==> config.mk <==
export PLATFORM = sky130hd
export DESIGN_NAME = retire_trace_capture
export DESIGN_NICKNAME = d
export VERILOG_FILES = /design/src/rtl/trace_pkg.sv /design/src/rtl/sync_fifo.sv /design/src/rtl/retire_trace_capture.sv
export SDC_FILE = /design/constraint.sdc
export NUM_CORES = 2
export LEC_CHECK = 0
export CAP_MARGIN = 25
export CORE_MARGIN = 10
export CORE_UTILIZATION = 35
export DETAILED_ROUTE_END_ITERATION = 6
export PLACE_DENSITY = 0.5
export SLEW_MARGIN = 20
export SYNTH_ARGS = -nofsm -noshare
export SYNTH_HDL_FRONTEND = slang
export SYNTH_HIERARCHICAL = 1
export SYNTH_SLANG_ARGS = --single-unit
==> constraint.sdc <==
create_clock -name clk_in -period 18.6 [get_ports clk_in]
set_clock_uncertainty 0.1 [all_clocks]
set_input_delay 3.72 -clock clk_in [delete_from_list [all_inputs] [get_ports clk_in]]
set_output_delay 3.72 -clock clk_in [all_outputs]
set_load 0.01 [all_outputs]
==> src/rtl/trace_pkg.sv <==
// Record layout shared by the retirement trace stage and its consumers.
// One record = {pc, inst, rf_we, rf_waddr, rf_wdata}, pc in the MSBs.
package trace_pkg;

  localparam int unsigned PC_W   = 32;
  localparam int unsigned INST_W = 32;
  localparam int unsigned RA_W   = 5;
  localparam int unsigned RD_W   = 32;
  localparam int unsigned REC_W  = PC_W + INST_W + 1 + RA_W + RD_W;

  localparam int unsigned WDATA_LSB = 0;
  localparam int unsigned WADDR_LSB = WDATA_LSB + RD_W;
  localparam int unsigned WE_LSB    = WADDR_LSB + RA_W;
  localparam int unsigned INST_LSB  = WE_LSB + 1;
  localparam int unsigned PC_LSB    = INST_LSB + INST_W;

  function automatic logic [REC_W-1:0] pack_rec(
    input logic [PC_W-1:0]   rec_pc,
    input logic [INST_W-1:0] rec_inst,
    input logic              rec_we,
    input logic [RA_W-1:0]   rec_waddr,
    input logic [RD_W-1:0]   rec_wdata
  );
    return {rec_pc, rec_inst, rec_we, rec_waddr, rec_wdata};
  endfunction

endpackage

==> src/rtl/sync_fifo.sv <==
// Single-clock FIFO with a registered head: dout always shows the oldest
// entry, and keeps the last popped value once the FIFO runs empty.
module sync_fifo #(
  parameter int unsigned WIDTH  = 8,
  parameter int unsigned DEPTH  = 16,
  parameter int unsigned ADDR_W = $clog2(DEPTH)
) (
  input  logic              clk_in,
  input  logic              reset,
  input  logic              push,
  input  logic              pop,
  input  logic [WIDTH-1:0]  din,
  output logic [WIDTH-1:0]  dout,
  output logic              full,
  output logic              empty,
  output logic [ADDR_W:0]   count
);

  logic [WIDTH-1:0]  mem [DEPTH];
  logic [ADDR_W-1:0] rd_ptr;
  logic [ADDR_W-1:0] wr_ptr;
  logic [ADDR_W-1:0] rd_next;
  logic [ADDR_W:0]   count_next;
  logic [WIDTH-1:0]  head_next;
  logic              do_push;
  logic              do_pop;

  // Pop only a real entry; a push into a full FIFO survives only alongside a pop.
  always_comb begin
    do_pop     = pop && !empty;
    do_push    = push && (!full || do_pop);
    rd_next    = rd_ptr + ADDR_W'(do_pop);
    count_next = count + (ADDR_W+1)'(do_push) - (ADDR_W+1)'(do_pop);
    head_next  = dout;
    if (do_push && (count == (ADDR_W+1)'(do_pop))) begin
      head_next = din;
    end else if (count_next != '0) begin
      head_next = mem[rd_next];
    end
  end

  always_ff @(posedge clk_in) begin
    if (do_push) begin
      mem[wr_ptr] <= din;
    end
  end

  always_ff @(posedge clk_in) begin
    if (reset) begin
      rd_ptr <= '0;
      wr_ptr <= '0;
      count  <= '0;
      dout   <= '0;
      full   <= 1'b0;
      empty  <= 1'b1;
    end else begin
      rd_ptr <= rd_next;
      wr_ptr <= wr_ptr + ADDR_W'(do_push);
      count  <= count_next;
      dout   <= head_next;
      full   <= (count_next == (ADDR_W+1)'(DEPTH));
      empty  <= (count_next == '0);
    end
  end

endmodule

==> src/rtl/retire_trace_capture.sv <==
// Retirement trace capture: detects PC changes, attaches the last GPR write of
// the outgoing instruction and queues one record per retirement.
module retire_trace_capture
  import trace_pkg::*;
#(
  parameter int unsigned DEPTH  = 16,
  parameter int unsigned ADDR_W = 4
) (
  input  logic              clk_in,
  input  logic              reset,
  input  logic              enable,
  input  logic [PC_W-1:0]   pc,
  input  logic [INST_W-1:0] inst,
  input  logic              rf_we,
  input  logic [RA_W-1:0]   rf_waddr,
  input  logic [RD_W-1:0]   rf_wdata,
  output logic              trace_valid,
  input  logic              trace_ready,
  output logic [PC_W-1:0]   trace_pc,
  output logic [INST_W-1:0] trace_inst,
  output logic              trace_rf_we,
  output logic [RA_W-1:0]   trace_rf_waddr,
  output logic [RD_W-1:0]   trace_rf_wdata,
  output logic [ADDR_W:0]   fifo_count,
  output logic [15:0]       overflow_cnt
);

  logic [PC_W-1:0]   prev_pc;
  logic [INST_W-1:0] prev_inst;
  logic              wb_pending;
  logic [RA_W-1:0]   wb_addr;
  logic [RD_W-1:0]   wb_data;
  logic              started;

  logic              pc_change;
  logic              wr_hit;
  logic              rec_we;
  logic [RA_W-1:0]   rec_addr;
  logic [RD_W-1:0]   rec_data;
  logic              push_req;
  logic              pop_req;
  logic              drop;
  logic              fifo_full;
  logic              fifo_empty;
  logic [REC_W-1:0]  rec_in;
  logic [REC_W-1:0]  rec_out;

  // A write landing on the retiring cycle belongs to the outgoing instruction.
  always_comb begin
    pc_change = (pc != prev_pc);
    wr_hit    = rf_we && (rf_waddr != '0);
    rec_we    = wb_pending;
    rec_addr  = wb_addr;
    rec_data  = wb_data;
    if (wr_hit) begin
      rec_we   = 1'b1;
      rec_addr = rf_waddr;
      rec_data = rf_wdata;
    end
    rec_in   = pack_rec(prev_pc, prev_inst, rec_we, rec_addr, rec_data);
    push_req = pc_change && enable && started;
    pop_req  = trace_valid && trace_ready;
    drop     = push_req && fifo_full && !pop_req;
  end

  // Change detector, writeback latch and start gating.
  always_ff @(posedge clk_in) begin
    if (reset) begin
      prev_pc    <= '0;
      prev_inst  <= '0;
      wb_pending <= 1'b0;
      wb_addr    <= '0;
      wb_data    <= '0;
      started    <= 1'b0;
    end else begin
      prev_inst <= inst;
      if (pc_change) begin
        prev_pc    <= pc;
        wb_pending <= 1'b0;
        wb_addr    <= '0;
        wb_data    <= '0;
      end else if (wr_hit) begin
        wb_pending <= 1'b1;
        wb_addr    <= rf_waddr;
        wb_data    <= rf_wdata;
      end
      if (!enable) begin
        started <= 1'b0;
      end else if (pc_change) begin
        started <= 1'b1;
      end
    end
  end

  always_ff @(posedge clk_in) begin
    if (reset) begin
      overflow_cnt <= '0;
    end else if (drop && (overflow_cnt != 16'hFFFF)) begin
      overflow_cnt <= overflow_cnt + 16'd1;
    end
  end

  sync_fifo #(
    .WIDTH  (REC_W),
    .DEPTH  (DEPTH),
    .ADDR_W (ADDR_W)
  ) u_fifo (
    .clk_in (clk_in),
    .reset  (reset),
    .push   (push_req),
    .pop    (trace_ready),
    .din    (rec_in),
    .dout   (rec_out),
    .full   (fifo_full),
    .empty  (fifo_empty),
    .count  (fifo_count)
  );

  assign trace_valid    = !fifo_empty;
  assign trace_pc       = rec_out[PC_LSB +: PC_W];
  assign trace_inst     = rec_out[INST_LSB +: INST_W];
  assign trace_rf_we    = rec_out[WE_LSB];
  assign trace_rf_waddr = rec_out[WADDR_LSB +: RA_W];
  assign trace_rf_wdata = rec_out[WDATA_LSB +: RD_W];

endmodule

# Word-level counts from Yosys, hierarchy flattened
# Memory sizes are Yosys's and may differ from the RTL's.
# Index checks and enable logic that the tools add are counted.
[word_totals] ff_bits=236 latchBits=0 ramBits=1632 rom_bits=0 in_bits=106 out_inout_bits=124 elab_cells=50 mem_count=1
[mem_list] memory="u_fifo.mem" depth=16 width=102 rd=1 rd_clocked_by_memory_dff=0 write_ports=1 line_no="sync_fifo.sv:19" text="logic [WIDTH-1:0] mem [DEPTH];"
[classes] n_addsub=5 multipliers=0 div_mod_pow=0 order_cmp=0 n_eq_ne=4 shifts=0 n_mux=7 bitwise=1 reduce_logical=19
[op_table] op="two-way mux 102 bit" count=2
[op_table] op="two-way mux 32 bit" count=1
[op_table] op="inequality test 32 bit" count=1
[op_table] op="adder 16 x 1 -> 16 bit, second input constant" count=1
[op_table] op="inequality test 16 bit, second input constant" count=1
[op_table] op="nonzero test 5 bit" count=2
[op_table] op="logical AND 1 bit" count=9
[op_table] op="adder 4 x 1 -> 4 bit" count=2
[op_table] op="adder 5 x 1 -> 5 bit" count=1
[op_table] op="equality test 5 x 1 -> 1 bit" count=1
[op_table] op="equality test 5 bit, second input constant" count=1
[op_table] op="zero test 5 bit" count=1
[op_table] op="two-way mux 5 bit" count=1
[op_table] op="subtractor 5 x 1 -> 5 bit" count=1
[op_table] op="OR reduction 2 bit" count=2
[op_table] op="zero test 1 bit" count=3
[op_table] op="two-way mux 1 bit" count=3
[op_table] op="nonzero test 2 bit" count=1
[op_table] op="logical OR 1 bit" count=1
[op_table] op="NOT 1 bit" count=1

# Logic depth before layout (Yosys ltp)
[depth] ltp_word=9 depth_mapped=19 depth_no_buf=15

# Modules after synthesis
# The synthesis kept the hierarchy.
[by_module_without_submodules] mod="sync_fifo" instances=1 cells_per_inst=3195 area_each_um2=68121.6 seq_area_each_um2=51349.2
[by_module_without_submodules] mod="retire_trace_capture" instances=1 cells_per_inst=428 area_each_um2=4483.0 seq_area_each_um2=2382.3

# Worst setup path before layout
# Ideal clock, no wire load.
[synth_timing] path_type="in2reg" start="input pc[26]" end="memory u_fifo/mem[0][0] (netlist bit), enable pin" setup_time_ps=849 arrival_time_ps=15219 t_required_ps=17651 setup_slack_ps=2433 path_stages=10 n_path_buf=2 path_cell_list="xor2_1 nor4_1 nand4_1 nor2_1 buf_2 clkbuf_1 nor2_1 o21ai_2 nor2_1 nor4b_1"
[synth_via] elab_chain_cells=6
[synth_rtl] item="start: declaration" line_no="retire_trace_capture.sv:12" text="input logic [PC_W-1:0] pc,"
[synth_rtl] item="inequality test 32 bit" line_no="retire_trace_capture.sv:50" text="pc_change = (pc != prev_pc);"
[synth_rtl] item="logical AND 1 bit (2 in series)" line_no="retire_trace_capture.sv:61" text="push_req = pc_change && enable && started;"
[synth_rtl] item="via push_req" line_no="retire_trace_capture.sv:40" text="logic push_req;"
[synth_rtl] item="logical AND 1 bit" line_no="sync_fifo.sv:31" text="do_push = push && (!full || do_pop);"
[synth_rtl] item="two-way mux 1 bit" line_no="sync_fifo.sv:43" text="if (do_push) begin"
[synth_rtl] item="two-way mux 1 bit (implied by the code)" line_no="sync_fifo.sv:44" text="mem[wr_ptr] <= din;"
[synth_rtl] item="end: declaration" line_no="sync_fifo.sv:19"
# The timed path passes the listed nets, and every way through them passes these cells.

# Final worst setup path
[layout_timing] start="input pc[31]" end="register u_fifo.dout[87]"
[layout_via] elab_chain_cells=8 word_cells_on_any_way=10 classes_between="2 x add/sub; 1 x eq/ne; 1 x mux; 6 x reduce/logical"
[layout_rtl] item="inequality test 32 bit *" line_no="retire_trace_capture.sv:50"
[layout_rtl] item="logical AND 1 bit * (2 in series)" line_no="retire_trace_capture.sv:61"
[layout_rtl] item="via push_req" line_no="retire_trace_capture.sv:40"
[layout_rtl] item="logical AND 1 bit *" line_no="sync_fifo.sv:31"
[layout_rtl] item="adder 5 x 1 -> 5 bit" line_no="sync_fifo.sv:33" text="count_next = count + (ADDR_W+1)'(do_push) - (ADDR_W+1)'(do_pop);"
[layout_rtl] item="subtractor 5 x 1 -> 5 bit" line_no="sync_fifo.sv:33"
[layout_rtl] item="nonzero test 5 bit" line_no="sync_fifo.sv:37" text="end else if (count_next != '0) begin"
[layout_rtl] item="nonzero test 2 bit (no source line)"
[layout_rtl] item="end signal: assignment" line_no="sync_fifo.sv:60" text="dout <= head_next;"
[layout_rtl] item="end: declaration" line_no="sync_fifo.sv:13" text="output logic [WIDTH-1:0] dout,"
# Mark *: on every way through the listed nets, which the timed path passes. The rest lies on a longest branch.
# A chain may end at the register's enable or synchronous reset.

==> impl_results.md <==
* Status: complete, no violations
* Count leader, synth: edfxtp_1
* Area Overhead vs Synth at 16.4%
* Commonest cells post-synth: 1,632 x edfxtp_1, 368 x mux4_2, 236 x dfxtp_1
* Wire length on met2 at 103,000 µm
* Area after DPL at 0.0781 mm²
* Setup-failing EPs final at 0
* Vias in the first global route at between 30,000 and 40,000
* Final net count at roughly 4,000
* Setup TNS at 0 ns
* Post-layout min period at about 9.6 ns
* Kind of critical path: in -> reg
* Latest clock arrival within the worst-skew pair at between 0.8 and 0.9 ns
* Wire per inst at roughly 31 µm
* Synth warn at 6
* PortBufs at around 230
* Synth Register Bits at about 1,900
* Share of layout cells above drive strength 1 at between 20% and 30%
* DRC at 0
* Hold Slack at approximately 0.36 ns
* Critical Path Fanout Max at 50
* M1 wire length at 89,900 µm
* Synthesized Nets at 3,741
* CP Capture Type: register
* CTS Hold Buffers Added at 0
* Root buffer selected by CTS: clkbuf_16
* CP peak stage delay at around 0.96 ns
* Tot Pwr at roughly 12 mW
* Resize count post-CTS at 0
* Netlist cell types at between 60 and 70
* Chip Height at around 480 µm
* HP Class: reg -> reg
* Slew headroom at about a quarter
* TritonCTS buffer count at 193
* Largest net degree at the start of global routing at 141
* Post-CTS setup buffers at 0
* WL met3 at about 11,000 µm
* Fmax at about 0.10 GHz
* Die area at roughly 0.23 mm²
* CORE AREA at a little over 0.2 mm²
* Post-synth top area cell: edfxtp_1
* Buffers & Inverters on Critical Path at 4
* Crit path arrival time at approximately 10 ns
* Drt pass-1 iters at 5
* TritonCTS clock tree: built
* Leakage at between 20 and 30 nW
* WP data required at approximately 19 ns
* Synth async-reset ratio at 0%
* Gr usage total at 18.4%
* Slew of the pin with the lowest slew margin at between 1 and 1.5 ns
* Power Density at 137 mW/mm²
* Die W at about 480 µm
* CTS clk-pin slew, worst paths at 0.06 ns
* Primary FF master, synth: edfxtp_1
* EDFF count, synth at roughly 1,600
* Max Cap Violations at 0
* Delay-heaviest family, CP: buffers and inverters
* Fin cells at slightly below 7,000
* Global route overflow at 0
* Via count at around 37,000
* Cell Area, Synth at 0.0726 mm²
* Final period utilization at 51.6%
* H-Tree Depth at 4
* Mapped Cells at ~3,600
* Post-DRT Antenna Nets at 0
* Register area share after synthesis at between 70 and 80%
* Max VDD drop at around 0.00037 V
* Top layer in use: met4
* CP startpoint kind: input pin
* Post-DP HPWL at 108,000 µm
* Routed WL at between 200,000 and 250,000 µm
* Ranking of synthesized cells by area: edfxtp_1 67%, mux4_2 11%, dfxtp_1 6.5%
* Drt first-iter violations at between 3,000 and 4,000
* Row cnt at 167
* Fin area at approximately 0.085 mm²
* Initial antenna violation count at 4
* CTS Buffer Depth at 3
* Slew Limit Fails at 0
* Share of the synthesized area in the top cell type at about two thirds
* Initial core utilization at between 30% and 40%
* Placer Congestion at roughly 0.72
* RSZ-0062 raised after global routing: no
* I/O Pins at 230
* CTS sink count at around 1,900
* Syn avg cell area at approximately 20 µm²
* Global-route wire length before repair at 297,000 µm
* Placed Cells at between 6,000 and 7,000
* Hold Fails Final Rpt at 0
* Crit-path slowest cell: mux2i_4
* Cell Chain, Critical Path: clkdlybuf4s50_1 > xor2_1 > nor4_1 > nand4_1 > nor2_4 > nor2_1 > o21ai_2 > ha_1 > inv_1 > ha_1 > a21o_1 > a21oi_1 > mux2i_4 > buf_4 > buf_4 > o31ai_1 > o21ai_1
* Vias per Instance at roughly 5.5
## cell usage in the layout (no fill, tap or decap), types with 40 or more instances in the layout
cell type	n
a2111oi_2	96
a21boi_0	204
a22o_1	101
buf_4	76
clkbuf_1	64
clkbuf_16	198
clkdlybuf4s50_1	228
dfxtp_1	236
edfxtp_1	1632
mux4_1	40
mux4_2	368
nand2_1	130
nor2b_1	80
o21ai_1	102
o31ai_1	105
## state kept, by name, indices dropped and copies added, names as in the netlist
name	count
u_fifo/mem	1632
u_fifo/dout	102
prev_inst	32
prev_pc	32
wb_data	32
overflow_cnt	16
u_fifo/count	5
wb_addr	5
u_fifo/rd_ptr	4
u_fifo/wr_ptr	4
started	1
u_fifo/empty	1
u_fifo/full	1
wb_pending	1
## area by class of cell
cell class | count | area, µm²
Fill cell | 18253 | 122000
Clock inverter | 86 | 895
Clock buffer | 279 | 5430
Timing Repair Buffer | 321 | 3190
Inverter | 12 | 45.0
Multi-Input combinational cell | 1490 | 17800
Tap cell | 2704 | 3380
Sequential cell | 1868 | 53700
Antenna cell | 2 | 5.00
## routing by layer
layer	track usage (%)	vias up
met3	3.30	305
li1	-	15611
met1	24.8	20301
met5	0	-
met2	30.2	1154
met4	5.84	0
## final timing paths
| check | startpoint | slack [ns] | cells after the start | endpoint |
|---|---|---|---|---|
| min reg2reg | wb_addr[2]$_SDFF_PP0_ | 0.36 | 2 | wb_addr[2]$_SDFF_PP0_ |
| max reg2reg | prev_pc[31]$_SDFFE_PP0P_ | 11.38 | 16 | u_fifo/dout[87]$_SDFFE_PP0P_ |
| max | pc[31] | 9.01 | 17 | u_fifo/dout[87]$_SDFFE_PP0P_ |
| min | wb_addr[2]$_SDFF_PP0_ | 0.36 | 2 | wb_addr[2]$_SDFF_PP0_ |
## metrics by stage
step | util, % | setup slack (ns)
6_report | 40.9 | 9.01
5_1_grt | 40.9 | 8.87
4_1_cts | 40.9 | 8.97
3_5_place_dp | 37.8 | 8.09
3_3_place_gp | 37.7 | 7.03
2_1_floorplan | - | 2.43
## kinds of logic (layout without fill, tap and decap cells)
logic type	Yosys count	after routing	synth area share, %
flip-flops	1868	1868	74.0
adder cells (fa/ha/maj)	12	12	0.217
buffers and inverters	265	698	1.84
multiplexers	450	450	13.5
other	0	2	0
XOR/XNOR	42	42	0.507
AND/OR/NAND/NOR	337	337	2.40
AO/OA/AOI/OAI	649	649	7.52
## report_power, final
part	leakage [nW]	internal, mW	switching (mW)
clock network	3.08	2.24	1.62
logic	6.39	1.13	1.63
registers	16.9	4.70	0.213
## worst register-to-register path, stage by stage, from the launching register on
cell and delay (ns):
dfxtp_1 0.93, xor2_1 0.19, nor4_1 0.81, nand4_1 0.42, nor2_4 0.22, nor2_1 0.11, o21ai_2 0.17, ha_1 0.21
inv_1 0.06, ha_1 0.27, a21o_1 0.18, a21oi_1 0.50, mux2i_4 0.96, buf_4 0.72, buf_4 0.92, o31ai_1 0.18
o21ai_1 0.18
(Power assumes the default switching activity.)
